## src/rtl/dual_port_blockram_controller.sv

```systemverilog
`timescale 1ns/1ps
// Request-side controller for a dual_port_blockram: zero-fills the array after every reset, then
// maps a valid/ready request stream onto the blockram ports with an in-order 4-entry response FIFO.
module dual_port_blockram_controller #(
  parameter int SINGLE_ELEMENT_SIZE_IN_BITS = 64,
  parameter int NUMBER_SETS                 = 64,
  parameter int SET_PTR_WIDTH_IN_BITS       = 6
) (
  input  logic                                   clk_in,
  input  logic                                   reset_in,
  input  logic                                   request_valid_in,
  output logic                                   request_ready_out,
  input  logic                                   request_write_in,
  input  logic [SET_PTR_WIDTH_IN_BITS-1:0]       request_set_addr_in,
  input  logic [SINGLE_ELEMENT_SIZE_IN_BITS-1:0] request_data_in,
  output logic                                   response_valid_out,
  input  logic                                   response_ready_in,
  output logic                                   response_write_out,
  output logic [SET_PTR_WIDTH_IN_BITS-1:0]       response_set_addr_out,
  output logic [SINGLE_ELEMENT_SIZE_IN_BITS-1:0] response_data_out,
  output logic                                   read_en_out,
  output logic [SET_PTR_WIDTH_IN_BITS-1:0]       read_set_addr_out,
  input  logic [SINGLE_ELEMENT_SIZE_IN_BITS-1:0] read_element_in,
  output logic                                   write_en_out,
  output logic [SET_PTR_WIDTH_IN_BITS-1:0]       write_set_addr_out,
  output logic [SINGLE_ELEMENT_SIZE_IN_BITS-1:0] write_element_out,
  input  logic [SINGLE_ELEMENT_SIZE_IN_BITS-1:0] evict_element_in,
  output logic                                   init_done_out
);

  localparam int DW = SINGLE_ELEMENT_SIZE_IN_BITS;
  localparam int AW = SET_PTR_WIDTH_IN_BITS;
  localparam logic [AW-1:0] LAST_SET = AW'(NUMBER_SETS - 1);

  typedef enum logic {ST_INIT, ST_RUN} state_t;

  state_t        r_state;
  logic [AW-1:0] r_init_ptr;
  logic          r_inflight;
  logic          r_tag_write;
  logic [AW-1:0] r_tag_addr;
  logic [2:0]    r_count;
  logic [1:0]    r_wr_ptr;
  logic [1:0]    r_rd_ptr;
  logic [DW-1:0] r_fifo_data  [4];
  logic          r_fifo_write [4];
  logic [AW-1:0] r_fifo_addr  [4];

  logic          w_init_wr;
  logic          w_run;
  logic          w_ready;
  logic          w_accept;
  logic          w_acc_rd;
  logic          w_acc_wr;
  logic          w_resp_valid;
  logic          w_pop;
  logic [DW-1:0] w_push_data;

  // Every output is forced low while reset is asserted so the reset-state values are all zero.
  assign w_init_wr    = (r_state == ST_INIT) && !reset_in;
  assign w_run        = (r_state == ST_RUN) && !reset_in;
  assign w_ready      = w_run && (({1'b0, r_count} + {3'b000, r_inflight}) < 4'd4);
  assign w_accept     = request_valid_in && w_ready;
  assign w_acc_rd     = w_accept && !request_write_in;
  assign w_acc_wr     = w_accept && request_write_in;
  assign w_resp_valid = !reset_in && (r_count != 3'd0);
  assign w_pop        = w_resp_valid && response_ready_in;
  assign w_push_data  = r_tag_write ? evict_element_in : read_element_in;

  assign request_ready_out     = w_ready;
  assign init_done_out         = w_run;
  assign read_en_out           = w_acc_rd;
  assign read_set_addr_out     = w_acc_rd ? request_set_addr_in : '0;
  assign write_en_out          = w_init_wr || w_acc_wr;
  assign write_set_addr_out    = w_init_wr ? r_init_ptr : (w_acc_wr ? request_set_addr_in : '0);
  assign write_element_out     = w_acc_wr ? request_data_in : '0;
  assign response_valid_out    = w_resp_valid;
  assign response_write_out    = w_resp_valid && r_fifo_write[r_rd_ptr];
  assign response_set_addr_out = w_resp_valid ? r_fifo_addr[r_rd_ptr] : '0;
  assign response_data_out     = w_resp_valid ? r_fifo_data[r_rd_ptr] : '0;

  always_ff @(posedge clk_in) begin
    if (reset_in) begin
      r_state     <= ST_INIT;
      r_init_ptr  <= '0;
      r_inflight  <= 1'b0;
      r_tag_write <= 1'b0;
      r_tag_addr  <= '0;
      r_count     <= 3'd0;
      r_wr_ptr    <= 2'd0;
      r_rd_ptr    <= 2'd0;
    end else begin
      if (r_state == ST_INIT) begin
        r_init_ptr <= r_init_ptr + 1'b1;
        if (r_init_ptr == LAST_SET) r_state <= ST_RUN;
      end
      // Tag travels one cycle to line up with the blockram's registered data.
      r_inflight <= w_accept;
      if (w_accept) begin
        r_tag_write <= request_write_in;
        r_tag_addr  <= request_set_addr_in;
      end
      if (r_inflight) r_wr_ptr <= r_wr_ptr + 2'd1;
      if (w_pop)      r_rd_ptr <= r_rd_ptr + 2'd1;
      r_count <= r_count + {2'b00, r_inflight} - {2'b00, w_pop};
    end
  end

  always_ff @(posedge clk_in) begin
    if (r_inflight) begin
      r_fifo_data[r_wr_ptr]  <= w_push_data;
      r_fifo_write[r_wr_ptr] <= r_tag_write;
      r_fifo_addr[r_wr_ptr]  <= r_tag_addr;
    end
  end

endmodule

```

## config.mk

```make
export PLATFORM = sky130hd
export DESIGN_NAME = dual_port_blockram_controller
export DESIGN_NICKNAME = d
export VERILOG_FILES = /design/src/rtl/dual_port_blockram_controller.sv
export SDC_FILE = /design/constraint.sdc
export NUM_CORES = 1
export LEC_CHECK = 0
export CAP_MARGIN = 0
export CORE_MARGIN = 1.5
export CORE_UTILIZATION = 49
export CTS_CLUSTER_SIZE = 16
export DETAILED_ROUTE_END_ITERATION = 10
export PLACE_DENSITY = 0.81
export SLEW_MARGIN = 20
export SYNTH_ARGS = -nofsm -noshare
export SYNTH_HDL_FRONTEND = slang
export SYNTH_SLANG_ARGS = --single-unit
```

## constraint.sdc

```tcl
create_clock -name clk_in -period 2.93 [get_ports clk_in]
set_input_delay 0.586 -clock clk_in [delete_from_list [all_inputs] [get_ports clk_in]]
set_output_delay 0.586 -clock clk_in [all_outputs]
set_load 0.05 [all_outputs]
```

## After elaboration in Yosys (flattened, before gate mapping)

Memory sizes are Yosys's and may differ from the RTL's. A register that Yosys moved wholly into a read port is not among the register bits.
Cells that the tools add are included.

| operators by class | value |
|---|---|
| $add $sub $neg | 6 |
| magnitude comparators | 1 |
| equality and inequality tests | 1 |
| mux-type cells | 17 |
| bitwise gates (word level) | 1 |
| reduce and logical (&&, ||, !) cells | 13 |

Operators by type and width:

| cell | count |
|---|---|
| two-way mux 64 bit | 3 |
| two-way mux 6 bit | 4 |
| two-way mux 2 bit | 6 |
| logical AND 1 bit | 9 |
| adder 6 x 1 -> 6 bit, second input constant | 1 |
| == test 6 bit, second input constant | 1 |
| adder 2 x 1 -> 2 bit, second input constant | 2 |
| adder 3 x 1 -> 4 bit | 1 |
| less-than comparator 4 x 3 -> 1 bit, second input constant | 1 |
| two-way mux 1 bit | 4 |
| adder 3 x 1 -> 3 bit | 1 |
| nonzero test 3 bit | 1 |
| subtractor 3 x 1 -> 3 bit | 1 |
| logical NOT 1 bit | 2 |
| logical OR 1 bit | 1 |
| NOT 1 bit | 1 |

| word-level totals | value |
|---|---|
| register bits after elaboration | 22 |
| bits in writable memories | 284 |
| output and inout bits | 152 |
| word-level logic and storage cells | 50 |
| memories | 3 |

Memory list:

| memory | depth | bits a word | read ports | clocked after memory_dff | write ports | RTL line | RTL |
|---|---|---|---|---|---|---|---|
| r_fifo_data | 4 | 64 | 1 | 1 | 1 | 45 | `logic [DW-1:0] r_fifo_data [4];` |
| r_fifo_addr | 4 | 6 | 1 | 1 | 1 | 47 | `logic [AW-1:0] r_fifo_addr [4];` |
| r_fifo_write | 4 | 1 | 1 | 1 | 1 | 46 | `logic r_fifo_write [4];` |

## Depth between registers and ports, before layout

Gate-level depths: netlist of the first run.

| logic depth | value |
|---|---|
| word-level depth | 7 |
| mapped depth | 10 |

## Worst setup path after synthesis of the first run

No wires, ideal clock.

| path | value |
|---|---|
| kind | input port to output port |
| start | in reset_in |
| end | out write_en_out |
| data arrival time | 2290 ps |
| required time | 2344 ps |
| slack | 54 ps |
| stages on the path | 3 |
| path buffers | 0 |
| path through | and2b_1 o2111ai_4 o22ai_1 |

| on the way | value |
|---|---|
| longest elaborated chain between the ends | 6 |
| elaborated cells between the ends (all ways) | 7 |
| those cells by class | 7 x reduce/logical |

RTL lines:

| element | RTL line | RTL |
|---|---|---|
| start: declaration | 10 | `input logic reset_in,` |
| logical NOT 1 bit (*) | 60, 61 |  |
| logical AND 1 bit | 61 | `assign w_run = (r_state == ST_RUN) && !reset_in;` |
| logical AND 1 bit | 62 | `assign w_ready = w_run && (({1'b0, r_count} + {3'b000, r_inflight}) < 4'd4);` |
| logical AND 1 bit | 63 | `assign w_accept = request_valid_in && w_ready;` |
| logical AND 1 bit | 65 | `assign w_acc_wr = w_accept && request_write_in;` |
| logical OR 1 bit (*) | 74 | `assign write_en_out = w_init_wr \|\| w_acc_wr;` |
| end: declaration | 24 | `output logic write_en_out,` |

Mark *: on every way between the ends. The rest lies on a longest branch, timed or not.

## Final worst setup path of the first run

| path | value |
|---|---|
| start | reg r_state |
| end | out write_en_out |

| on the way | value |
|---|---|
| longest elaborated chain between the ends | 5 |
| elaborated cells between the ends (all ways) | 7 |
| those cells by class | 1 x bitwise; 6 x reduce/logical |

RTL lines:

| element | RTL line | RTL |
|---|---|---|
| start: declaration | 37 | `state_t r_state;` |
| start signal: assignment | 84 | `r_state <= ST_INIT;` |
| start signal: assignment | 95 | `if (r_init_ptr == LAST_SET) r_state <= ST_RUN;` |
| logical AND 1 bit | 61 |  |
| logical AND 1 bit | 62 |  |
| logical AND 1 bit | 63 |  |
| logical AND 1 bit | 65 |  |
| logical OR 1 bit (*) | 74 |  |

Marks and branches as above.

==> impl_metrics.xml, run 1 <==
<?xml version="1.0" encoding="UTF-8"?>
<metrics>
  <group name="status">
    <metric name="outcome" unit="">finished, violations left</metric>
    <metric name="violated_checks" unit="">design-rule violations</metric>
  </group>
  <group name="timing">
    <metric name="rsz0062_at_grt" unit="">false</metric>
    <metric name="timing.final.setup_violations" unit="">0</metric>
    <metric name="final-max-slew-violation-count" unit="">0</metric>
    <metric name="timing.final.hold_violations" unit="">0</metric>
    <metric name="slew_at_the_pin_closest_to_its_max_slew_limit" unit="ps">934.5</metric>
    <metric name="post-route-min-period" unit="ps">2857</metric>
    <metric name="fmaxAchievable" unit="MHz">350.0</metric>
    <metric name="skew" unit="ps">15.62</metric>
    <metric name="holdWs" unit="ps">474.8</metric>
    <metric name="timing.max_slew.rel_slack" unit="%">37.70</metric>
    <metric name="setup-tns-final" unit="ps">0</metric>
    <metric name="post-route-period-util" unit="%">97.51</metric>
  </group>
  <group name="global_route">
    <metric name="grt_pass1_vias" unit="">8515</metric>
    <metric name="global_route_wire_length_before_repair" unit="um">47150</metric>
    <metric name="total_grt_usage" unit="%">22.10</metric>
    <metric name="grt_antenna_before_repair" unit="">0</metric>
    <metric name="grt_start_max_net_pins" unit="">72</metric>
    <metric name="globalRoute.totalOverflow" unit="">0</metric>
  </group>
  <group name="floorplan">
    <metric name="die_x" unit="um">166.7</metric>
    <metric name="die-area" unit="um2">27800</metric>
    <metric name="core-area" unit="um2">26210</metric>
    <metric name="top_level_ports" unit="">355</metric>
    <metric name="initial_core_util" unit="%">50.12</metric>
    <metric name="die_h" unit="um">166.7</metric>
    <metric name="rows" unit="">59</metric>
  </group>
  <group name="yosys">
    <metric name="synth_top_area_share" unit="%">64.93</metric>
    <metric name="synthTopCellsByCount" unit="">sky130_fd_sc_hd__edfxtp_1, sky130_fd_sc_hd__and2_1, sky130_fd_sc_hd__and3_1, sky130_fd_sc_hd__mux4_2, sky130_fd_sc_hd__mux2_2</metric>
    <metric name="synth_area" unit="um2">13140</metric>
    <metric name="synthCells" unit="">724</metric>
    <metric name="synth.ff_latch_count" unit="">308</metric>
    <metric name="yosys_warnings" unit="">0</metric>
    <metric name="ys_async_sr_fraction" unit="%">0</metric>
    <metric name="number_of_enable_type_register_cells_in_the_synthesized_netlist" unit="">284</metric>
    <metric name="post-synth-top-count-cell" unit="">sky130_fd_sc_hd__edfxtp_1</metric>
    <metric name="syn_avg_cell_area" unit="um2">18.14</metric>
    <metric name="synthDistinctLibCells" unit="">40</metric>
    <metric name="netlist_top_cells_area" unit="">sky130_fd_sc_hd__edfxtp_1, sky130_fd_sc_hd__mux4_2, sky130_fd_sc_hd__mux2_2</metric>
    <metric name="synth_ff_type" unit="">sky130_fd_sc_hd__edfxtp_1</metric>
    <metric name="synth_fp_nets" unit="">936</metric>
    <metric name="ys_seq_area_share" unit="%">68.58</metric>
    <metric name="synth_area_leader_cell" unit="">sky130_fd_sc_hd__edfxtp_1</metric>
  </group>
  <group name="routing">
    <metric name="vias_per_cell" unit="">5.467</metric>
    <metric name="routed_wl" unit="um">30560</metric>
    <metric name="drtAntennaViolNets" unit="">0</metric>
    <metric name="wirelength_per_cell" unit="um">21.25</metric>
    <metric name="route.detailed.drc" unit="">18</metric>
    <metric name="drt-pass1-iter-count" unit="">10</metric>
    <metric name="via_count" unit="">7861</metric>
    <metric name="drt_first_iter_violations" unit="">469</metric>
  </group>
  <group name="setup_path">
    <metric name="worstSetupEndpointType" unit="">output port</metric>
    <metric name="cp-start-kind" unit="">register</metric>
    <metric name="reg2reg_slack" unit="ps">730</metric>
    <metric name="timing.setup.critical_path_class" unit="">register to output port</metric>
    <metric name="timing.critical_path.arrival" unit="ps">2270</metric>
    <metric name="timing.critical_path.required" unit="ps">2340</metric>
    <metric name="worst-path-max-fanout" unit="">9</metric>
  </group>
  <group name="clock_tree">
    <metric name="clock_sinks" unit="">308</metric>
    <metric name="cts_hold_buf" unit="">0</metric>
    <metric name="clock_latency" unit="ps">530</metric>
    <metric name="clk_path_buf_depth" unit="">3</metric>
    <metric name="root_buf_cell" unit="">sky130_fd_sc_hd__clkbuf_16</metric>
    <metric name="cts_tree" unit="">built</metric>
    <metric name="total_cts_buffers" unit="">30</metric>
    <metric name="cts_htree_levels" unit="">1</metric>
    <metric name="worst_setup_hold_path_clk_slew" unit="ps">60</metric>
  </group>
  <group name="layout">
    <metric name="antennaDiodeCount" unit="">0</metric>
    <metric name="drive_gt1_share" unit="%">34.45</metric>
    <metric name="finalNetCount" unit="">1294</metric>
    <metric name="finish.instance_area" unit="um2">19800</metric>
    <metric name="flow.area_growth_from_synthesis" unit="%">50.73</metric>
  </group>
  <group name="placement">
    <metric name="hpwlAfterDp" unit="um">20690</metric>
    <metric name="placedInstanceArea" unit="um2">18650</metric>
    <metric name="buffer_ports.inserted" unit="">354</metric>
    <metric name="global_placer_s_final_weighted_congestion" unit="">0.8459</metric>
  </group>
  <group name="job">
    <metric name="max-cap-violations" unit="">0</metric>
  </group>
  <group name="min_path">
    <metric name="hold_path_class" unit="">input pin to register</metric>
  </group>
  <group name="power_and_ir_drop">
    <metric name="leakagePower" unit="nW">6.951</metric>
    <metric name="power.ir.vdd_worst" unit="mV">0.4783</metric>
    <metric name="power_density" unit="nW/um2">595.5</metric>
  </group>
</metrics>
## per-layer routing
| layer | up-vias | track usage [%] | routed length, um |
|---|---|---|---|
| met3 | 28 | 4.301 | 2003 |
| met2 | 295 | 43.02 | 17230 |
| met5 | - | 0 | 0 |
| met4 | 0 | 4.269 | 422 |
| met1 | 3967 | 25.10 | 10900 |
| li1 | 3571 | - | - |
## area by class of cell
cell class | instances | area [um2]
Sequential cell | 308 | 9022
Fill cell | 1513 | 6407
Timing Repair Buffer | 376 | 5365
Multi-Input combinational cell | 355 | 3862
Clock buffer | 37 | 828.3
Tap cell | 335 | 419.2
Clock inverter | 16 | 260.3
Inverter | 11 | 41.29
## metrics by stage
step / worst slack, ps / std cells / utilization, % / power [W]
CTS: 3.932 / 1434 / 75.38 / 0.01184
floorplan: 53.79 / 724 / - / 0.006267
global route: 30.36 / 1438 / 75.55 / 0.01215
global placement: 164.0 / 1381 / 71.18 / 0.007692
detailed placement: 131.6 / 1381 / 71.18 / 0.007725
finish: 73.01 / 1438 / 75.55 / 0.01179
## state kept, by name, summed over array words and instances, names as in the netlist, named ones only
| signal | cells |
|---|---|
| r_fifo_data | 256 |
| r_fifo_write | 4 |
| r_tag_addr | 6 |
| r_state | 1 |
| r_count | 3 |
| r_tag_write | 1 |
| r_fifo_addr | 24 |
| r_rd_ptr | 2 |
| r_wr_ptr | 2 |
| r_init_ptr | 6 |
| r_inflight | 1 |
## cell families after synthesis
group | Yosys count | share of synthesized area (%)
buffers and inverters | 61 | 2.162
adder cells (fa/ha/maj) | 9 | 0.9145
AO/OA/AOI/OAI | 18 | 1.267
multiplexers | 144 | 18.40
flip-flops | 308 | 68.58
AND/OR/NAND/NOR | 178 | 8.268
XOR/XNOR | 6 | 0.4001
## cell usage in the layout, fill, tap and decap left out, types with 12 or more instances in the layout
cell type | netlist | routed
sky130_fd_sc_hd__edfxtp_1 | 284 | 284
sky130_fd_sc_hd__clkdlybuf4s50_1 | 0 | 201
sky130_fd_sc_hd__buf_12 | 0 | 160
sky130_fd_sc_hd__mux4_2 | 71 | 71
sky130_fd_sc_hd__and3_1 | 71 | 71
sky130_fd_sc_hd__mux2_2 | 70 | 70
sky130_fd_sc_hd__and2_1 | 75 | 69
sky130_fd_sc_hd__clkbuf_16 | 0 | 31
sky130_fd_sc_hd__dfxtp_1 | 24 | 19
sky130_fd_sc_hd__nor2_1 | 13 | 13
sky130_fd_sc_hd__buf_4 | 1 | 12
## path summary, 6_finish.rpt
kind	start	to	cells after the start
setup reg to reg	r_count[1]	r_count[2]	10
hold / removal	request_write_in	r_tag_write	3
hold reg to reg	r_rd_ptr[1]	register	1
setup / recovery	r_state	write_en_out	5
## what timing repair did
item	CTS	global route
cloned	0	0
buffers inserted	0	4
resized for setup	3	4
setup endpoints to repair	4	140
## critical path: stages, from the launching register on
cell	delay [ps]
sky130_fd_sc_hd__dfxtp_1	570
sky130_fd_sc_hd__and2b_1	240
sky130_fd_sc_hd__o2111ai_4	140
sky130_fd_sc_hd__buf_4	200
sky130_fd_sc_hd__o22ai_1	380
sky130_fd_sc_hd__buf_12	200
## where the power goes
part	leakage, nW	internal, W	switching (W)	total (W)
clock	0.527	0.00261	0.00154	0.00415
combinational	3.71	0.00140	0.00139	0.00279
sequential	2.72	0.00481	0.0000381	0.00485
total	6.95	0.00882	0.00297	0.0118
Power figures use the tool's default switching activity.
==> run 2, diff against run 1 <==
Settings changed: CELL_PAD_IN_SITES_DETAIL_PLACEMENT set to 1, CELL_PAD_IN_SITES_GLOBAL_PLACEMENT set to 1, CORE_UTILIZATION 49 to 36, PLACE_DENSITY 0.81 to not set, PLACE_DENSITY_LB_ADDON set to 0.1.
Clock period 2.93 ns to 2.5 ns, I/O delays scaled along.
==> run 2 against run 1 <==
Compared with the run above: the run ends with design-rule violations, negative setup slack left; via count grew 2.5%; hold slack worse by 18 ps; combinational power is 35% higher; critical path depth unchanged.
==> impl_metrics.xml, run 2 (same netlist as run 1, synthesis figures left out) <==
<?xml version="1.0" encoding="UTF-8"?>
<metrics>
  <group name="status">
    <metric name="outcome" unit="">finished, violations left</metric>
    <metric name="violated_checks" unit="">design-rule violations, negative setup slack</metric>
  </group>
  <group name="power_and_ir_drop">
    <metric name="p_switching" unit="W">0.003757</metric>
    <metric name="cellInternalPower" unit="W">0.01085</metric>
    <metric name="power.sequential.fraction" unit="%">39.0</metric>
    <metric name="combinationalPowerShare" unit="%">25.8</metric>
    <metric name="power.ir.vdd_worst" unit="mV">0.3747</metric>
    <metric name="leakagePower" unit="nW">7.252</metric>
    <metric name="p_clk_share" unit="%">35.3</metric>
    <metric name="design_power_total" unit="W">0.01461</metric>
    <metric name="power_density" unit="nW/um2">697.9</metric>
    <metric name="power.share.switching" unit="%">25.72</metric>
  </group>
  <group name="layout">
    <metric name="layout_top_registers" unit="">r_fifo_data: 256 flops, r_fifo_addr: 24 flops</metric>
    <metric name="multi_input_area" unit="um2">4274</metric>
    <metric name="drive_gt1_share" unit="%">46.12</metric>
    <metric name="final_cell_mix" unit="">sky130_fd_sc_hd__edfxtp_1, sky130_fd_sc_hd__clkdlybuf4s50_1, sky130_fd_sc_hd__buf_12, sky130_fd_sc_hd__and2_4, sky130_fd_sc_hd__mux4_2</metric>
    <metric name="flow.area_growth_from_synthesis" unit="%">59.35</metric>
    <metric name="finalNetCount" unit="">1320</metric>
    <metric name="top_register" unit="">r_fifo_data</metric>
    <metric name="fill_cells" unit="">3163</metric>
    <metric name="largest_reg_flops" unit="">256</metric>
    <metric name="layout_commonest_cell" unit="">sky130_fd_sc_hd__edfxtp_1</metric>
    <metric name="area.sequential" unit="um2">9032</metric>
  </group>
  <group name="min_path">
    <metric name="worst_hold_startpoint" unit="">r_rd_ptr[1]</metric>
    <metric name="hold_path_class" unit="">register to register</metric>
    <metric name="min_delay_path_depth" unit="">1</metric>
  </group>
  <group name="timing">
    <metric name="rsz0062_at_grt" unit="">true</metric>
    <metric name="timing.max_slew.rel_slack" unit="%">57.52</metric>
    <metric name="timing.final.hold_violations" unit="">0</metric>
    <metric name="layout_setup_ws" unit="ps">-66.09</metric>
    <metric name="post-route-period-util" unit="%">102.6</metric>
    <metric name="setup-tns-final" unit="ps">-2959</metric>
    <metric name="final-max-slew-violation-count" unit="">0</metric>
    <metric name="post-route-min-period" unit="ps">2566</metric>
    <metric name="slew_at_the_pin_closest_to_its_max_slew_limit" unit="ps">634.8</metric>
    <metric name="fmaxAchievable" unit="MHz">389.7</metric>
    <metric name="holdWs" unit="ps">457.0</metric>
    <metric name="timing.final.setup_violations" unit="">91</metric>
    <metric name="skew" unit="ps">14.06</metric>
  </group>
  <group name="routing">
    <metric name="vias_per_cell" unit="">5.047</metric>
    <metric name="route.detailed.drc" unit="">16</metric>
    <metric name="drt-pass1-iter-count" unit="">7</metric>
    <metric name="wirelength_per_cell" unit="um">23.28</metric>
    <metric name="via_count" unit="">8055</metric>
    <metric name="detailroute.wirelength.met2" unit="um">20720</metric>
    <metric name="drtAntennaViolNets" unit="">0</metric>
    <metric name="drt_first_iter_violations" unit="">336</metric>
    <metric name="routed_wl" unit="um">37150</metric>
    <metric name="wl_met1" unit="um">13740</metric>
    <metric name="routed_length_on_met3" unit="um">2310</metric>
    <metric name="routed.top_layer" unit="">met4</metric>
  </group>
  <group name="clock_tree">
    <metric name="total_cts_buffers" unit="">35</metric>
    <metric name="worst_setup_hold_path_clk_slew" unit="ps">60</metric>
    <metric name="root_buf_cell" unit="">sky130_fd_sc_hd__clkbuf_16</metric>
    <metric name="clk_path_buf_depth" unit="">3</metric>
    <metric name="cts_htree_levels" unit="">2</metric>
    <metric name="clock_latency" unit="ps">500</metric>
    <metric name="cts_hold_buf" unit="">0</metric>
    <metric name="clock_sinks" unit="">308</metric>
    <metric name="cts_tree" unit="">built</metric>
  </group>
  <group name="job">
    <metric name="max-cap-violations" unit="">0</metric>
  </group>
  <group name="setup_path">
    <metric name="ff2ff_path_depth" unit="">10</metric>
    <metric name="timing.critical_path.arrival" unit="ps">2070</metric>
    <metric name="reg2reg_slack" unit="ps">400</metric>
    <metric name="timing.setup.critical_path_class" unit="">register to output port</metric>
    <metric name="worstSetupEndpointType" unit="">output port</metric>
    <metric name="rr_endpoint" unit="">r_count[2]</metric>
    <metric name="worst-path-max-fanout" unit="">6</metric>
    <metric name="timing.critical_path.required" unit="ps">2000</metric>
    <metric name="r2r-start" unit="">r_count[1]</metric>
    <metric name="cp-start-kind" unit="">register</metric>
  </group>
  <group name="placement">
    <metric name="global_placer_s_final_weighted_congestion" unit="">0.7201</metric>
    <metric name="hpwlAfterDp" unit="um">24340</metric>
    <metric name="buffer_ports.inserted" unit="">354</metric>
    <metric name="detailedPlace.worstSlack" unit="ps">-100.6</metric>
  </group>
  <group name="floorplan">
    <metric name="die_h" unit="um">194.0</metric>
    <metric name="die_x" unit="um">194.0</metric>
    <metric name="top_level_ports" unit="">355</metric>
    <metric name="rows" unit="">69</metric>
    <metric name="initial_core_util" unit="%">36.75</metric>
    <metric name="die-area" unit="um2">37640</metric>
    <metric name="core-area" unit="um2">35740</metric>
  </group>
  <group name="global_route">
    <metric name="grt_antenna_before_repair" unit="">1</metric>
    <metric name="globalRoute.totalOverflow" unit="">0</metric>
    <metric name="total_grt_usage" unit="%">19.99</metric>
    <metric name="grt_pass1_vias" unit="">9044</metric>
    <metric name="grt_start_max_net_pins" unit="">71</metric>
    <metric name="global_route_wire_length_before_repair" unit="um">56590</metric>
  </group>
</metrics>
-- run 2: cell types whose count changed in the layout (fill, tap and decap cells not counted), sizes merged, moves of 2 or more --
cell	delta
buf	+19
clkinv	+3
clkinvlp	-2
bufinv	-3
clkbuf	+14
-- run 2: layout make-up --
type | count | share of cell area [%]
inverter | 11 | 0.2092
timing repair buffer | 397 | 27.82
tap | 461 | 2.756
clock inverter | 14 | 0.8010
sequential | 308 | 43.15
clock buffer | 49 | 4.830
antenna | 1 | 0.01196
multi-input combinational | 355 | 20.42
-- run 2: what timing repair did --
item,CTS,global route
pin swaps,43,4
setup buffers,9,1
gates resized for setup,145,1
endpoints found under the setup margin,150,147
gates cloned,8,1
-- run 2: worst max-delay path by stage --
stage / from / depth (start not counted) / end / slack, ps
floorplan: reset_in / 3 / write_en_out / 1
global placement: reset_in / 7 / write_set_addr_out[4] / -90
detailed placement: reset_in / 7 / write_set_addr_out[2] / -100
CTS: register / 5 / response_data_out[0] / -120
global route: register / 5 / response_data_out[60] / -140
finish: register / 5 / response_data_out[0] / -70
-- run 2: per-layer routing --
layer	GRT usage [%]	up-vias
met5	0	-
met4	3.877	0
met3	5.010	34
met2	37.89	268
met1	22.68	4106
li1	-	3647
-- run 2: power by group through the flow --
stage	sequential [W]	combinational, W	clock (W)
4_1_cts	0.00569	0.00380	0.00529
3_3_place_gp	0.00578	0.00333	0
3_5_place_dp	0.00578	0.00335	0
5_1_grt	0.00569	0.00393	0.00547
2_1_floorplan	0.00576	0.00158	0
6_report	0.00569	0.00376	0.00515
-- run 2: critical path: stages, from the launching register on --
cell and delay, ps:
sky130_fd_sc_hd__dfxtp_4 400, sky130_fd_sc_hd__buf_6 140, sky130_fd_sc_hd__buf_16 140, sky130_fd_sc_hd__mux4_2 550, sky130_fd_sc_hd__and2_4 190, sky130_fd_sc_hd__buf_12 140
-- run 2: per-stage QoR --
stage / cells / utilization, % / instance area, um2
2_1_floorplan: 724 / - / 13140
3_3_place_gp: 1513 / 52.93 / 18920
3_5_place_dp: 1513 / 52.93 / 18920
4_1_cts: 1593 / 58.45 / 20890
5_1_grt: 1596 / 58.56 / 20930
6_report: 1596 / 58.56 / 20930
